`src/rtl/mips32_mem_arbiter.sv`:
```
// Shares one synchronous 32-bit memory between fetch, load/store and debug loader.
// Combinational grant, registered memory strobe; read data returns two cycles after grant.
module mips32_mem_arbiter #(
   parameter int ADDR_W     = 10,
   parameter int STARVE_MAX = 3
) (
   input  logic              clk,
   input  logic              rst_n,
   input  logic              i_req,
   input  logic [ADDR_W-1:0] i_addr,
   output logic              i_gnt,
   output logic              i_rvalid,
   output logic [31:0]       i_rdata,
   input  logic              d_req,
   input  logic              d_we,
   input  logic [ADDR_W-1:0] d_addr,
   input  logic [31:0]       d_wdata,
   output logic              d_gnt,
   output logic              d_rvalid,
   output logic [31:0]       d_rdata,
   input  logic              g_req,
   input  logic              g_we,
   input  logic [ADDR_W-1:0] g_addr,
   input  logic [31:0]       g_wdata,
   output logic              g_gnt,
   output logic              g_rvalid,
   output logic [31:0]       g_rdata,
   output logic              if_stall,
   input  logic              dbg_lock,
   output logic              dbg_locked,
   output logic              mem_en,
   output logic              mem_we,
   output logic [ADDR_W-1:0] mem_addr,
   output logic [31:0]       mem_wdata,
   input  logic [31:0]       mem_rdata
);

   localparam int SW = $clog2(STARVE_MAX + 1);

   typedef enum logic [1:0] {RUN, DRAIN, LOCKED} state_t;

   state_t            state_q, state_d;
   logic [SW-1:0]     starve_cnt_q, starve_cnt_d;
   logic              mem_en_q, mem_en_d;
   logic              mem_we_q, mem_we_d;
   logic [ADDR_W-1:0] mem_addr_q, mem_addr_d;
   logic [31:0]       mem_wdata_q, mem_wdata_d;
   // Read-owner tags, bit order {g, d, i}; stage 1 aligns with mem_*, stage 2 with mem_rdata.
   logic [2:0]        tag1_q, tag1_d;
   logic [2:0]        tag2_q, tag2_d;
   logic              id_en;
   logic              i_wins;

   always_comb begin
      state_d      = state_q;
      starve_cnt_d = starve_cnt_q;
      mem_en_d     = 1'b0;
      mem_we_d     = 1'b0;
      mem_addr_d   = mem_addr_q;
      mem_wdata_d  = mem_wdata_q;

      id_en  = rst_n && (state_q == RUN) && !dbg_lock && !g_req;
      i_wins = (starve_cnt_q == SW'(STARVE_MAX));
      g_gnt  = rst_n & g_req;
      d_gnt  = id_en & d_req & ~(i_req & i_wins);
      i_gnt  = id_en & i_req & ~d_gnt;

      if (!i_req || i_gnt) begin
         starve_cnt_d = '0;
      end else if (d_gnt && !i_wins) begin
         starve_cnt_d = starve_cnt_q + 1'b1;
      end

      if (g_gnt) begin
         mem_en_d    = 1'b1;
         mem_we_d    = g_we;
         mem_addr_d  = g_addr;
         mem_wdata_d = g_wdata;
      end else if (d_gnt) begin
         mem_en_d    = 1'b1;
         mem_we_d    = d_we;
         mem_addr_d  = d_addr;
         mem_wdata_d = d_wdata;
      end else if (i_gnt) begin
         mem_en_d    = 1'b1;
         mem_addr_d  = i_addr;
      end

      tag1_d = {g_gnt & ~g_we, d_gnt & ~d_we, i_gnt};
      tag2_d = tag1_q;

      unique case (state_q)
         RUN: begin
            if (dbg_lock) state_d = DRAIN;
         end
         DRAIN: begin
            if (!dbg_lock) begin
               state_d = RUN;
            end else if ((tag1_q[1:0] == 2'b00) && (tag2_q[1:0] == 2'b00)) begin
               state_d = LOCKED;
            end
         end
         LOCKED: begin
            if (!dbg_lock) state_d = RUN;
         end
         default: state_d = RUN;
      endcase
   end

   always_ff @(posedge clk or negedge rst_n) begin
      if (!rst_n) begin
         state_q      <= RUN;
         starve_cnt_q <= '0;
         mem_en_q     <= 1'b0;
         mem_we_q     <= 1'b0;
         mem_addr_q   <= '0;
         mem_wdata_q  <= '0;
         tag1_q       <= '0;
         tag2_q       <= '0;
      end else begin
         state_q      <= state_d;
         starve_cnt_q <= starve_cnt_d;
         mem_en_q     <= mem_en_d;
         mem_we_q     <= mem_we_d;
         mem_addr_q   <= mem_addr_d;
         mem_wdata_q  <= mem_wdata_d;
         tag1_q       <= tag1_d;
         tag2_q       <= tag2_d;
      end
   end

   assign mem_en     = mem_en_q;
   assign mem_we     = mem_we_q;
   assign mem_addr   = mem_addr_q;
   assign mem_wdata  = mem_wdata_q;
   assign i_rvalid   = tag2_q[0];
   assign d_rvalid   = tag2_q[1];
   assign g_rvalid   = tag2_q[2];
   assign i_rdata    = mem_rdata;
   assign d_rdata    = mem_rdata;
   assign g_rdata    = mem_rdata;
   assign if_stall   = i_req & ~i_gnt;
   assign dbg_locked = (state_q == LOCKED);

endmodule

```
`config.mk`:
```
export PLATFORM = sky130hd
export DESIGN_NAME = mips32_mem_arbiter
export DESIGN_NICKNAME = d
export VERILOG_FILES = /design/src/rtl/mips32_mem_arbiter.sv
export SDC_FILE = /design/constraint.sdc
export NUM_CORES = 1
export LEC_CHECK = 0
export ABC_AREA = 1
export BUFFER_PORTS_ARGS = -buffer_cell sky130_fd_sc_hd__buf_2
export CAP_MARGIN = 20
export CORE_ASPECT_RATIO = 0.75
export CORE_UTILIZATION = 24
export CTS_CLUSTER_SIZE = 30
export DETAILED_ROUTE_END_ITERATION = 10
export PLACE_DENSITY = 0.5
export SETUP_SLACK_MARGIN = 0.4
export SYNTH_ARGS = -nofsm -noshare
export SYNTH_HDL_FRONTEND = slang
export SYNTH_SLANG_ARGS = --single-unit
```
`constraint.sdc`:
```
create_clock -name clk -period 2 [get_ports clk]
set_input_delay 0.2 -clock clk [delete_from_list [all_inputs] [get_ports clk]]
set_output_delay 0.2 -clock clk [all_outputs]
set_load 0.03 [all_outputs]
```
==> impl_metrics.toml <==
[outcome]
status = "finished, final reports clean"

[grt]
grt_pass1_wl_mm = 13.6
grt_pass1_vias = 2758
antenna_found_initial = 0
grt_remaining_overflow = 0
grt_usage = 0.116
grt_max_degree = 55

[yosys]
netlist_area_um2 = 3450
avgSynthCellArea_um2 = 8.20
synth_edf_count = 0
synth_top_area_cell = "dfrtp_1"
seq_area_frac_synth = 0.391
yosysWarnings = 0
synth-main-ff-cell = "dfrtp_1"
synthMostInstantiatedCell = "buf_4"
syn_inst = 421
yosysUniqueCellTypes = 28
synth_top_area_frac = 0.391
async_reset_ff_frac = 1.00
syn-num-nets = 556
ys_top_cells_by_count = "buf_4, nor2_1, dfrtp_1"
yosys_register_bits = 54
ys_top_cells_by_area = "dfrtp_1, buf_4, nor2_1, o21a_1, nand2_1"

[timing]
rsz0062_at_grt = "true"
slew_headroom = 0.537
fin_ws_ns = 0.276
setup_violations = 0
final_hold_viol_count = 0
final.period_utilization = 0.862
drv_slew = 0
max_freq_mhz = 580
hold_ws_ns = 0.0805
fin_crit_ns = 1.72
tightestPinTransition_ns = 0.695
skew_ns = 0.00551
fin_tns_setup_ns = 0

[setup_path]
reg2reg_from = "starve_cnt_q[0]$_DFFE_PN0P_"
r2r_cells = 8
start_kind = "flop"
end_kind = "output port"
worst_path_largest_cell_delay_ns = 0.39
cp-startpoint = "starve_cnt_q[1]$_DFFE_PN0P_"
worst-path-stages = 7
worstPathMaxFanout = 15
cp.arrival_ns = 1.52
critPathRequiredTime_ns = 1.80
crit_slowest_cell = "dfrtp_1"
cp_cell_sequence = "ha_2 > nand2_1 > nand2_2 > inv_2 > nand2_4 > inv_4 > buf_4"
path_delay_family = "flip-flops"
setup.worst_path.class = "flop to output port"
cp_num_buf_inv = 3
critPathCapture = "d_gnt"
r2r_slack_ns = 0.28
regToRegEndpoint = "mem_wdata[6]$_DFFE_PN0P_"

[route]
vias_per_cell = 4.34
drc_errors = 0
vias = 2876
drt_first_pass_iters = 4
wl_per_cell_um = 13.2
wl_mm = 8.77
drt_iter0_drc = 113
postRouteAntennaNets = 0

[clock_network]
cts_buffer_depth = 2
insertion_delay_ns = 0.29
cts-buffers-inserted = 5
ctsHoldBuffers = 0
cts.clk_slew.worst_paths_ns = 0.07
cts_max_level = 2
clock-sinks = 54
cts_root_buf = "clkbuf_16"
tritoncts = "done"

[hold_path]
min_path_type = "primary input to flop"
hp-start = "d_we"

[die]
die_area_um2 = 14900
start_util = 0.249
coreArea_um2 = 13900
num_rows = 37
dieHeight_um = 106
io-pin-count = 282
die_x_um = 140

[pwr]
powerDensity_nw_per_um2 = 819
leakage_nw = 2.03
vdd_drop_max_mv = 0.237

[place]
portBuffers = 153
hpwlAfterDp_mm = 6.16
gp_congestion = 0.761
post-place-ws_ns = 0.175

[final_layout]
nets = 623
finalCoreUtilization = 0.291
drive_gt1_frac = 0.426
area_growth_pct = 17.3
antennaDiodeCount = 0

[run]
drv_cap = 0
cell usage in the layout (no fill, tap or decap), types with 2 or more instances in the layout:
cell       instances
dfrtp_1           54
nand2_2            2
o21ai_2           10
clkbuf_16          6
a21oi_1            9
o21ai_0           19
nor2_4             2
buf_4             20
o211ai_1           2
buf_2            150
nand2_4            2
inv_1              5
buf_6              3
inv_4              2
nand2_1           50
nor2_1            80
o21a_1            32
a21oi_2            2
o21ai_1            3
nand3_1           21
cell type report:
type / count / area, um^2
clock buffer: 6 / 139
tap: 175 / 219
fill: 1483 / 9840
inverter: 9 / 38.8
multi-input combinational: 241 / 1240
sequential: 54 / 1350
timing repair buffer: 177 / 1030
clock inverter: 1 / 30.0
what timing repair did:
| action | 4_1_cts | 5_1_grt |
|---|---|---|
| pin swaps | 3 | 4 |
| gates cloned | 1 | 1 |
| endpoints found under the setup margin | 45 | 46 |
| buffers inserted | 9 | 4 |
| resized for setup | 14 | 4 |
logic make-up after synthesis:
| logic type | share of synthesized area |
|---|---|
| compound gates | 0.152 |
| simple gates | 0.193 |
| buf+inv | 0.260 |
| flops | 0.391 |
| fa+ha+maj | 0.00362 |
sequential cells by signal, summed over array words and instances (netlist names):
register and cells:
mem_addr 10, mem_en 1, mem_wdata 32, mem_we 1
starve_cnt_q 2, state_q 2, tag1_q 3, tag2_q 3
layer usage:
layer  up-vias  track usage  routed length [um]
met3        11       0.0332                 663
met5         -            0                   0
met2       128        0.191                3940
met1      1350        0.147                4080
met4         0       0.0365                  87
li1       1387            -                   -
worst register-to-register path, delay by kind of cell, from the launching register on:
kind,cells,cell delay [ns]
compound gates,1,0.19
fa+ha+maj,1,0.19
buf+inv,2,0.39
flops,1,0.36
simple gates,4,0.48
per-stage QoR:
step           instance area [um^2]  power (W)  cells
6_report                       4050    0.00331    663
5_1_grt                        4050    0.00352    663
4_1_cts                        3980    0.00337    658
3_5_place_dp                   3660    0.00230    641
3_3_place_gp                   3660    0.00229    641
2_1_floorplan                  3460    0.00231    421
power breakdown:
part	total [W]	leakage (nW)	switching [W]	internal (W)
logic	0.000996	1.31	0.000634	0.000362
registers	0.00133	0.632	0.0000814	0.00125
clock network	0.000992	0.0829	0.000374	0.000618
worst min path at each step:
| stage | to | slack [ns] | depth (start not counted) |
|---|---|---|---|
| floorplan | mem_addr[0]$_DFFE_PN0P_ | -0.1 | 0 |
| global placement | tag2_q[2]$_DFF_PN0_ | 0.34 | 0 |
| detailed placement | tag2_q[2]$_DFF_PN0_ | 0.34 | 0 |
| CTS | tag1_q[1]$_DFF_PN0_ | 0.06 | 2 |
| global route | tag1_q[1]$_DFF_PN0_ | 0.08 | 2 |
| finish | tag1_q[1]$_DFF_PN0_ | 0.08 | 2 |
(Power assumes the default switching activity.)
